--- src/rtl/multi_way_traffic_ctrl.sv ---
// Round-robin traffic light controller for NUM_WAYS approaches: GREEN -> YELLOW -> ALLRED -> GREEN.
// Optional emergency preemption is compiled in when TRAFFIC_PREEMPT_EN is defined.
module multi_way_traffic_ctrl #(
  parameter int NUM_WAYS      = 4,
  parameter int MAX_WAIT      = 4,
  parameter int YELLOW_CYCLES = 2,
  parameter int ALLRED_CYCLES = 1,
  parameter int DEFAULT_WAY   = 0,
  localparam int WAY_W        = ($clog2(NUM_WAYS) > 1) ? $clog2(NUM_WAYS) : 1
) (
  input  logic                clk,
  input  logic                rst,
  input  logic [NUM_WAYS-1:0] waiting,
`ifdef TRAFFIC_PREEMPT_EN
  input  logic                preempt_req,
  input  logic [WAY_W-1:0]    preempt_way,
`endif
  output logic [NUM_WAYS-1:0] green,
  output logic [NUM_WAYS-1:0] yellow,
  output logic [NUM_WAYS-1:0] red,
  output logic [WAY_W-1:0]    active_way,
  output logic [1:0]          state_out
);

  localparam logic [1:0] ST_GREEN  = 2'b00;
  localparam logic [1:0] ST_YELLOW = 2'b01;
  localparam logic [1:0] ST_ALLRED = 2'b10;

  localparam logic [7:0]       GREEN_LAST  = 8'(MAX_WAIT - 1);
  localparam logic [7:0]       YELLOW_LAST = 8'(YELLOW_CYCLES - 1);
  localparam logic [7:0]       ALLRED_LAST = 8'(ALLRED_CYCLES - 1);
  localparam logic [WAY_W-1:0] DEF_WAY     = WAY_W'(DEFAULT_WAY);
  localparam logic [WAY_W:0]   NUM_WAYS_L  = (WAY_W + 1)'(NUM_WAYS);

  logic [1:0]          state_q, state_d;
  logic [WAY_W-1:0]    active_q, active_d;
  logic [WAY_W-1:0]    next_q, next_d;
  logic [7:0]          timer_q, timer_d;

  logic [NUM_WAYS-1:0] activeMask;
  logic                otherWaiting;
  logic [WAY_W-1:0]    rrPick;
  logic                greenExit;
  logic [WAY_W-1:0]    greenTarget;

  assign activeMask   = {{(NUM_WAYS-1){1'b0}}, 1'b1} << active_q;
  assign otherWaiting = |(waiting & ~activeMask);

  // Scan from the farthest candidate down so the nearest waiting way after active_q wins.
  always_comb begin
    logic [WAY_W:0] sum;
    rrPick = active_q;
    sum    = '0;
    for (int k = NUM_WAYS - 1; k >= 1; k--) begin
      sum = {1'b0, active_q} + (WAY_W + 1)'(k);
      if (sum >= NUM_WAYS_L) begin
        sum = sum - NUM_WAYS_L;
      end
      if (waiting[sum[WAY_W-1:0]]) begin
        rrPick = sum[WAY_W-1:0];
      end
    end
  end

  always_comb begin
    greenTarget = rrPick;
    greenExit   = (timer_q >= GREEN_LAST) && otherWaiting;
`ifdef TRAFFIC_PREEMPT_EN
    // A valid preempt request overrides the normal exit; naming the current way pins green.
    if (preempt_req && ({1'b0, preempt_way} < NUM_WAYS_L)) begin
      greenExit   = (preempt_way != active_q);
      greenTarget = preempt_way;
    end
`endif
  end

  always_comb begin
    state_d  = state_q;
    active_d = active_q;
    next_d   = next_q;
    timer_d  = (timer_q == 8'hFF) ? timer_q : timer_q + 8'd1;
    case (state_q)
      ST_GREEN: begin
        if (greenExit) begin
          state_d = ST_YELLOW;
          next_d  = greenTarget;
          timer_d = 8'd0;
        end
      end
      ST_YELLOW: begin
        if (timer_q >= YELLOW_LAST) begin
          state_d = ST_ALLRED;
          timer_d = 8'd0;
        end
      end
      ST_ALLRED: begin
        if (timer_q >= ALLRED_LAST) begin
          state_d  = ST_GREEN;
          active_d = next_q;
          timer_d  = 8'd0;
        end
      end
      default: begin
        state_d  = ST_GREEN;
        active_d = DEF_WAY;
        next_d   = DEF_WAY;
        timer_d  = 8'd0;
      end
    endcase
  end

  always_ff @(posedge clk) begin
    if (!rst) begin
      state_q  <= ST_GREEN;
      active_q <= DEF_WAY;
      next_q   <= DEF_WAY;
      timer_q  <= 8'd0;
    end else begin
      state_q  <= state_d;
      active_q <= active_d;
      next_q   <= next_d;
      timer_q  <= timer_d;
    end
  end

  // Lamps are decoded purely from registered state so waiting never reaches an output.
  always_comb begin
    green  = '0;
    yellow = '0;
    if (state_q == ST_GREEN) begin
      green = activeMask;
    end else if (state_q == ST_YELLOW) begin
      yellow = activeMask;
    end
    red = ~(green | yellow);
  end

  assign active_way = active_q;
  assign state_out  = state_q;

endmodule

--- config.mk ---
export PLATFORM = sky130hd
export DESIGN_NAME = multi_way_traffic_ctrl
export DESIGN_NICKNAME = d
export VERILOG_FILES = /design/src/rtl/multi_way_traffic_ctrl.sv
export SDC_FILE = /design/constraint.sdc
export NUM_CORES = 1
export LEC_CHECK = 0
export CORE_MARGIN = 1
export CORE_UTILIZATION = 45
export DETAILED_ROUTE_END_ITERATION = 16
export GPL_TIMING_DRIVEN = 0
export PLACE_DENSITY = 0.72
export REMOVE_ABC_BUFFERS = 1
export SLEW_MARGIN = 20
export SYNTH_ARGS = -nofsm -noshare
export SYNTH_HDL_FRONTEND = slang
export SYNTH_SLANG_ARGS = --single-unit
--- constraint.sdc ---
create_clock -name clk -period 2.6 [get_ports clk]
set_input_delay 0.52 -clock clk [delete_from_list [all_inputs] [get_ports clk]]
set_output_delay 0.52 -clock clk [all_outputs]
set_load 0.01 [all_outputs]
# Word-level counts from Yosys, hierarchy flattened
# Index checks and enable logic that the tools add are counted.
[totals]
reg_bits = 14
out_inout_bits = 16
elab_cells = 69
[classes]
n_addsub = 7
magnitude_cmp = 9
eq_ne = 6
shift = 1
mux = 28
bitwise = 6
n_reduce_logical = 8
[op_table]
columns = ["cell", "n"]
rows = [
  ["$mux W8", 4],
  ["$pmux W8 S3", 1],
  ["$mux W2", 11],
  ["$ge A8 B1 Y1 const B", 2],
  ["$mux W4", 3],
  ["$ge A3 B3 Y1 const B", 3],
  ["$lt A2 B3 Y1 const B", 3],
  ["$add A8 B1 Y8 const B", 1],
  ["$eq A8 B8 Y1 const B", 1],
  ["$ge A8 B2 Y1 const B", 1],
  ["$not A4 Y4", 2],
  ["$pmux W2 S2", 2],
  ["$add A2 B2 Y3 const B", 2],
  ["$bmux W1 S2", 3],
  ["$ne A2 B2 Y1 const B", 3],
  ["$pmux W2 S3", 1],
  ["$sub A2 B1 Y2 const B", 3],
  ["$and A4 B4 Y4", 1],
  ["$or A4 B4 Y4", 1],
  ["$reduce_and A2 Y1", 2],
  ["$reduce_or A2 Y1", 2],
  ["$reduce_or A4 Y1", 1],
  ["$shl A1 B2 Y4 const A", 1],
  ["$add A2 B1 Y3 const B", 1],
  ["other kinds (7)", 10],
]

# Longest topological paths before layout
[depth]
depth_word = 10
mapped_depth = 8

# Least setup slack after synthesis
# No wires, ideal clock.
[synth_path]
kind = "register -> register"
from = "register active_q[1], in the netlist active_way[1]"
to = "register next_q[0]"
setup_ns = 0.069
arrival_ns = 1.952
t_required_ns = 2.531
setup_slack_ns = 0.579
stages_incl_launch_ff = 9
path_buffers = 1
path_cell_list = "dfxtp_1 -> clkbuf_1 -> inv_1 -> ha_1 -> nand2b_1 -> o2111ai_4 -> a21boi_4 -> or4_1 -> o21ai_1"
[synth_via]
elab_chain_len = 10
elab_cells_between_ends = 30
[synth_rtl]
columns = ["element", "line_no", "text"]
rows = [
  ["start, declared", "36", "logic [WAY_W-1:0] active_q, active_d;"],
  ["start signal, assigned", "120", "active_q <= active_d;"],
  ["$add A2 B2 Y3", "55", "sum = {1'b0, active_q} + (WAY_W + 1)'(k);"],
  ["$ge A3 B3 Y1 or $sub A2 B1 Y2 (tied branches)", "56, 57", ""],
  ["$mux W2", "56", "if (sum >= NUM_WAYS_L) begin"],
  ["$bmux W1 S2", "59", "if (waiting[sum[WAY_W-1:0]]) begin"],
  ["$mux W1 (not written as such)", "59", ""],
  ["$mux W2 (3 in series)", "59", ""],
  ["$mux W2", "84", "if (greenExit) begin"],
  ["$pmux W2 S2", "82", "case (state_q)"],
  ["end signal, assigned", "121", "next_q <= next_d;"],
  ["end, declared", "37", "logic [WAY_W-1:0] next_q, next_d;"],
]
# Parallel ways exist; a longest one is shown, timed or not. The select of a mux whose other input is x is not followed.
# A chain may end at the register's enable or synchronous reset.

# Final worst setup path
[layout_path]
from = "register active_q[0], in the netlist active_way[0]"
to = "output green[0]"
[layout_via]
elab_chain_len = 2
[layout_rtl]
columns = ["element", "line_no", "text"]
rows = [
  ["$shl A1 B2 Y4", "46", "assign activeMask = {{(NUM_WAYS-1){1'b0}}, 1'b1} << active_q;"],
  ["$mux W4", "130", "if (state_q == ST_GREEN) begin"],
  ["end, declared", "18", "output logic [NUM_WAYS-1:0] green,"],
]
# No other way between the ends.

==> impl_results.md <==
- CTS max path bufs: 2
- Final worst path period share: a little over nine tenths
- Ys async rst share: 0%
- Cell family with most CP delay: buffers and inverters
- Worst Setup Slack, final: ~160 ps
- Pre-CTS setup slack: a little under 300 ps
- Total number of vias: a little over 900
- Synth area leaders: dfxtp_1, ha_1, nor2_1
- Post-CTS Setup Inserts: 0
- 1st-iter DRT viols: 20
- CTS buffer count: 3
- Antenna violations before repair: 0
- Leak pwr: between 0.4 and 0.5 nW
- Most frequent cells after synthesis: nor2_1, dfxtp_1, ha_1
- Share of layout cells above drive strength 1: between 10 and 15%
- Die area: 2533 um2
- GRT Util Overall: roughly 20%
- Crit end category: output pin
- Vias in the first global route: about 900
- Distinct cells, synth: 38
- Crit-path max FO: 11
- Root Driver: clkbuf_4
- Critical Path RT: 2080 ps
- Routed vias/inst: roughly 5.3
- CP bufs+invs: 2
- Cell count after synthesis: between 100 and 150
- Peak supply drop: between 0.5 and 0.6 mV
- Critical path's slowest cell: dfxtp_1
- Critical path class: reg -> out
- DRC: 0
- Congestion Overflow GR: 0
- Tmin final: 2437 ps
- Synthesized flop and latch total: 14
- Crit path depth: 4
- Inserted Diodes: 0
- Setup tns final: 0 ps
- Post-DRT Antenna Nets: 0
- Starting Density: roughly 48%
- WHS: about 500 ps
- Yosys Warn Count: 0
- Largest net degree at the start of global routing: 17
- Final Max Slew Viols: 0
- Die height: about 50 um
- Slew headroom: between 70% and 80%
- Htree depth: 1
- CTS tree: done
- WHS Path Cells: 2
- Cell with the most instances after synthesis: nor2_1
- IO buf count: 21
- Post-synthesis sequential area ratio: 26.67%
- First-pass DRT Iterations: 4
- Post-Synthesis Cell Area: 1051 um2
- DRT Wirelength: ~2.2 mm
- Detailed placement HPWL: around 1.7 mm
- Reg2Reg Depth: 7
- Worst clock skew: between 1 and 1.5 ps
- Clock-pin slew on the worst setup and hold paths: 80 ps
- Layout area overhead: 25.95%
- GP Congestion: 0.7957
- Ys flop type: dfxtp_1
- Startpoint types: flip-flop
- Largest area contributor in the netlist: dfxtp_1
- Critical-path cell list: inv_1 -> ha_1 -> and2_1 -> clkdlybuf4s50_1
- Top cell type's share of synthesized area: a little over a quarter
- Clk_lat worst skew: between 200 and 300 ps
- Post-synth EDFFs: 0
- Boundary pin count: 22
- Site row count: 17
- Wirelength per Cell: about 13 um
- Slew @ Worst Pin: roughly 400 ps
- Status: finished, final reports clean
- HP Class: reg -> reg
- Synthesized area per cell: between 8 and 9 um2
- RSZ-0062 raised after global routing: no
- Peak Freq: about 0.4 GHz
- Chip width: approximately 50 um
- P per Cell Area: 648.0 nW/um2
- WP data arrival: 1920 ps
- CTS sink count: 14
- Hold Buf Count CTS: 0
- Largest stage delay, worst path: around 560 ps
- Fill count: between 200 and 250
- MaxCap Viol Count: 0
- Global-route wire length before repair: ~3.9 mm
- Final setup fails: 0
- Final Hold Fails: 0
- CORE AREA: about 2200 um2
- Final #Nets: ~160
[worst reg2reg max path: cells and delay by family (launching register included)]
kind | cells | cell delay (ps)
AND/OR/NAND/NOR | 2 | 690
flip-flops | 1 | 550
buffers and inverters | 1 | 160
adder cells (fa/ha/maj) | 1 | 260
AO/OA/AOI/OAI | 3 | 390
[kinds of logic (layout without fill, tap and decap cells)]
logic type | Yosys count | in the layout | synth area share [%]
muxes | 4 | 4 | 3.810
DFF | 14 | 14 | 26.67
adders and majority gates | 10 | 10 | 11.90
AOI/OAI and AO/OA | 28 | 28 | 21.31
buffers and inverters | 11 | 32 | 4.047
and+or+nand+nor | 56 | 56 | 29.76
xor gates and xnor gates | 3 | 3 | 2.500
[power breakdown]
part / internal (mW) / leakage [nW] / total (mW) / switching (mW)
registers: 0.253 / 0.114 / 0.287 / 0.0337
clock network: 0.0852 / 0.0210 / 0.156 / 0.0706
logic: 0.196 / 0.363 / 0.415 / 0.219
[sequential cells by signal (all words and copies together) (netlist names)]
| register | flops |
|---|---|
| active_way | 2 |
| next_q | 2 |
| state_out | 2 |
| timer_q | 8 |
[layout by cell type, fill, tap and decap left out, drive strengths merged, types with 2 or more instances in the layout]
cell type / netlist / routed
xnor2: 3 / 3
clkbuf: 3 / 4
nand2: 9 / 9
inv: 7 / 7
nand3: 5 / 5
a21oi: 2 / 2
nand3b: 2 / 2
and2: 8 / 8
nor2b: 4 / 4
a21boi: 3 / 3
nor3: 4 / 4
dfxtp: 14 / 14
and3: 2 / 2
o31ai: 2 / 2
clkdlybuf4s50: 0 / 21
nand2b: 3 / 3
o21ai: 11 / 11
o211ai: 2 / 2
nor2: 16 / 16
mux2i: 4 / 4
ha: 10 / 10
[per-layer routing]
layer  vias to the layer above  share of wire, %  wire [um]  global-route usage [%]
li1                        488                 -          -                       -
met1                       426                52       1152                   26.07
met2                        17                44        994                   33.56
met3                         2               3.5         78                   5.455
met4                         0              0.40          9                   4.167
met5                         -                 0          0                       0
[timing repair]
action                                  4_1_cts  5_1_grt
resized for setup                             1        2
endpoints found under the setup margin        3        4
pin swaps                                     0        0
[path summary, 6_finish.rpt]
check	from	to	slack [ps]
worst max-delay path	active_way[0]	green[0]	160
worst min-delay path	next_q[1]	active_way[1]	500
worst max register to register	active_way[1]	next_q[0]	490
worst min register to register	next_q[1]	active_way[1]	500
[cell type report]
| class | instances | area (um2) | area share (%) |
|---|---|---|---|
| Timing Repair Buffer | 21 | 210.2 | 15.88 |
| Sequential cell | 14 | 280.3 | 21.17 |
| Clock buffer | 4 | 36.28 | 2.741 |
| Tap cell | 28 | 35.03 | 2.647 |
| Inverter | 7 | 26.28 | 1.985 |
| Multi-Input combinational cell | 101 | 735.7 | 55.58 |
[metrics by stage]
step | area [um2] | util (%) | instances | power (mW)
2_1_floorplan | 1035 | - | 122 | 0.5553
3_5_place_dp | 1280 | 57.86 | 171 | 0.6968
3_3_place_gp | 1280 | 57.86 | 171 | 0.6877
6_report | 1324 | 59.84 | 175 | 0.8578
5_1_grt | 1324 | 59.84 | 175 | 0.9321
4_1_cts | 1319 | 59.62 | 175 | 0.8617
Note: power is estimated with default switching activity, not from simulation.
==> edit: new RTL, same settings <==
Change the parameter `NUM_WAYS` from 4 to 8.
--- a/src/rtl/multi_way_traffic_ctrl.sv
+++ b/src/rtl/multi_way_traffic_ctrl.sv
@@ -1,7 +1,7 @@
 // Round-robin traffic light controller for NUM_WAYS approaches: GREEN -> YELLOW -> ALLRED -> GREEN.
 // Optional emergency preemption is compiled in when TRAFFIC_PREEMPT_EN is defined.
 module multi_way_traffic_ctrl #(
-  parameter int NUM_WAYS      = 4,
+  parameter int NUM_WAYS      = 8,
   parameter int MAX_WAIT      = 4,
   parameter int YELLOW_CYCLES = 2,
   parameter int ALLRED_CYCLES = 1,
Interface: changed (5 resized); port bits go from 22 to 39. The function was not compared with the original's and may differ.
==> edit against the original RTL <==
  * Synthesized area up 85%
  * Critical path type is now in -> reg
  * Combinational power up 9.2%
  * Synthesized cell count up 80%
  * Die area up 81%
  * Power up 9.2%
  * Routed wire length up 150%
  * Highest routed layer unchanged
  * Worst setup slack worse by 0.12 ns
  * Global-route usage up 4.7 points
  * Critical path depth up 3
  * Design area up 95%
  * Worst hold slack worse by 0.025 ns
  * Sequential cell count up 2
==> edit: results (changes against the original RTL) <==
stage	metric	value	unit	change
routing	Iteration-0 DRC Markers	157		+690%
global_route	vias in the first global route	1757		+95%
clock_tree	CTS Root Cell	clkbuf_8		
hold_path	Hold Crit Class	reg -> reg		
clock_tree	Worst-path clk slew	0.06	ns	-0.02 ns
global_route	total track usage	24.9	%	+4.7 points
critical_path	slowest CP cell	clkdlybuf4s50_1		
logic_synthesis	Seq/Total Area, Yosys	16.5	%	-10 points
routing	final WL	5.48	mm	+150%
placement	hpwl dp	3.38	mm	+100%
critical_path	max incr delay on CP	0.62	ns	+0.06 ns
placement	DP Area	2300	µm²	+79%
placement	Port Buffers	38		+81%
logic_synthesis	Synth area leaders	dfxtp_1 16%, ha_1 9.0%, mux4_2 8.1%		
clock_tree	CTS H-tree lvls	1		unchanged
global_route	initial antenna violation count	0		unchanged
logic_synthesis	async set-reset flop share out of synthesis	0	%	unchanged
power_and_ir_drop	Leak	1.03	nW	+110%
status	run status	finished clean		
cells_and_area	filler instances	365		+75%
power_and_ir_drop	Max IR drop VDD	0.000330	V	-37%
cells_and_area	number of flip-flops in the largest register	8		unchanged
placement	routability congestion estimate	0.826		+3.8%
cells_and_area	Nets	304		+85%
placement	dpl ws	-1.12	ns	-1.41 ns
global_route	first-pass GRT wire length	8.47	mm	+120%
logic_synthesis	top cells by instance count after synthesis	22 x nor2_1, 21 x nand2_1, 16 x dfxtp_1, 14 x ha_1		
cells_and_area	non-filler instance count after layout	328		+87%
critical_path	Worst Path Max Fanout	7		-4
critical_path	critical path's top delay family	multiplexers		
placement	dpl cells	304		+78%
logic_synthesis	Avg Cell Area, Syn	8.58	µm²	+2.8%
logic_synthesis	Distinct cells, synth	54		+42%
clock_tree	worst skew pair latency	0.25	ns	-0.03 ns
cells_and_area	fraction of layout cells with a size suffix above 1	20.5	%	+9.6 points
routing	routed vias/inst	6.09		+14%
critical_path	CP arrival	2.76	ns	+0.84 ns
timing	skew final	0.000964	ns	-0.0000585 ns
timing	worst slew pin tran	0.480	ns	+0.0803 ns
edit: cell count changes after synthesis, moves of 4 or more:
cell | unedited run | this run
o21ai_0 | 9 | 5
mux4_2 | 0 | 7
mux2_2 | 0 | 5
a21oi_1 | 2 | 7
nand2_1 | 9 | 21
nor3b_1 | 0 | 6
mux2i_1 | 4 | 12
inv_1 | 6 | 11
ha_1 | 10 | 14
nand3_1 | 5 | 12
nor2_1 | 16 | 22
edit: per-stage QoR:
step / util, % / total power, mW
after floorplan: - / 0.563
after global placement: 56.2 / 0.689
after detailed placement: 56.2 / 0.692
after CTS: 60.7 / 0.891
after global routing: 63.3 / 1.01
final: 63.3 / 0.936
edit: logic make-up after synthesis:
logic type      share of synthesized area, %
compound gates                          17.4
xor+xnor                                3.54
fa+ha+maj                               9.00
buf+inv                                 7.13
flops                                   16.5
mux                                     21.2
simple gates                            25.3
edit: final timing paths:
kind / start / endpoint / slack, ns / cells after the start
max: waiting[3] / next_q[1] / 0.04 / 7
min: next_q[0] / next_q[0] / 0.48 / 1
max reg2reg: active_way[1] / next_q[1] / 0.06 / 8
min reg2reg: next_q[0] / next_q[0] / 0.48 / 1
edit: routing by layer:
layer / up-vias / routed length [µm] / global-route usage (%) / share of wire (%)
li1: 951 / - / - / -
met1: 941 / 2360 / 31.9 / 43
met2: 91 / 2530 / 40.2 / 46
met3: 16 / 414 / 4.39 / 7.6
met4: 0 / 171 / 12.0 / 3.1
met5: - / 0 / 0 / 0
edit: cell type report:
| class | count | area (µm²) | share of cell area (%) |
|---|---|---|---|
| Inverter | 12 | 51.3 | 1.98 |
| Tap cell | 50 | 62.6 | 2.42 |
| Timing Repair Buffer | 59 | 549 | 21.2 |
| Multi-Input combinational cell | 188 | 1550 | 59.9 |
| Sequential cell | 16 | 332 | 12.8 |
| Clock buffer | 3 | 41.3 | 1.60 |
edit: what timing repair did:
action | CTS | global route
endpoints found under the setup margin | 37 | 21
gates resized for setup | 18 | 15
buffers inserted | 13 | 8
pin swaps | 1 | 3
edit: power breakdown:
group	total (mW)	switching, mW	leakage (nW)	internal [mW]
Combinational	0.453	0.234	0.876	0.219
Sequential	0.300	0.0289	0.132	0.271
Clock	0.184	0.0810	0.0216	0.103
Total	0.936	0.344	1.03	0.592
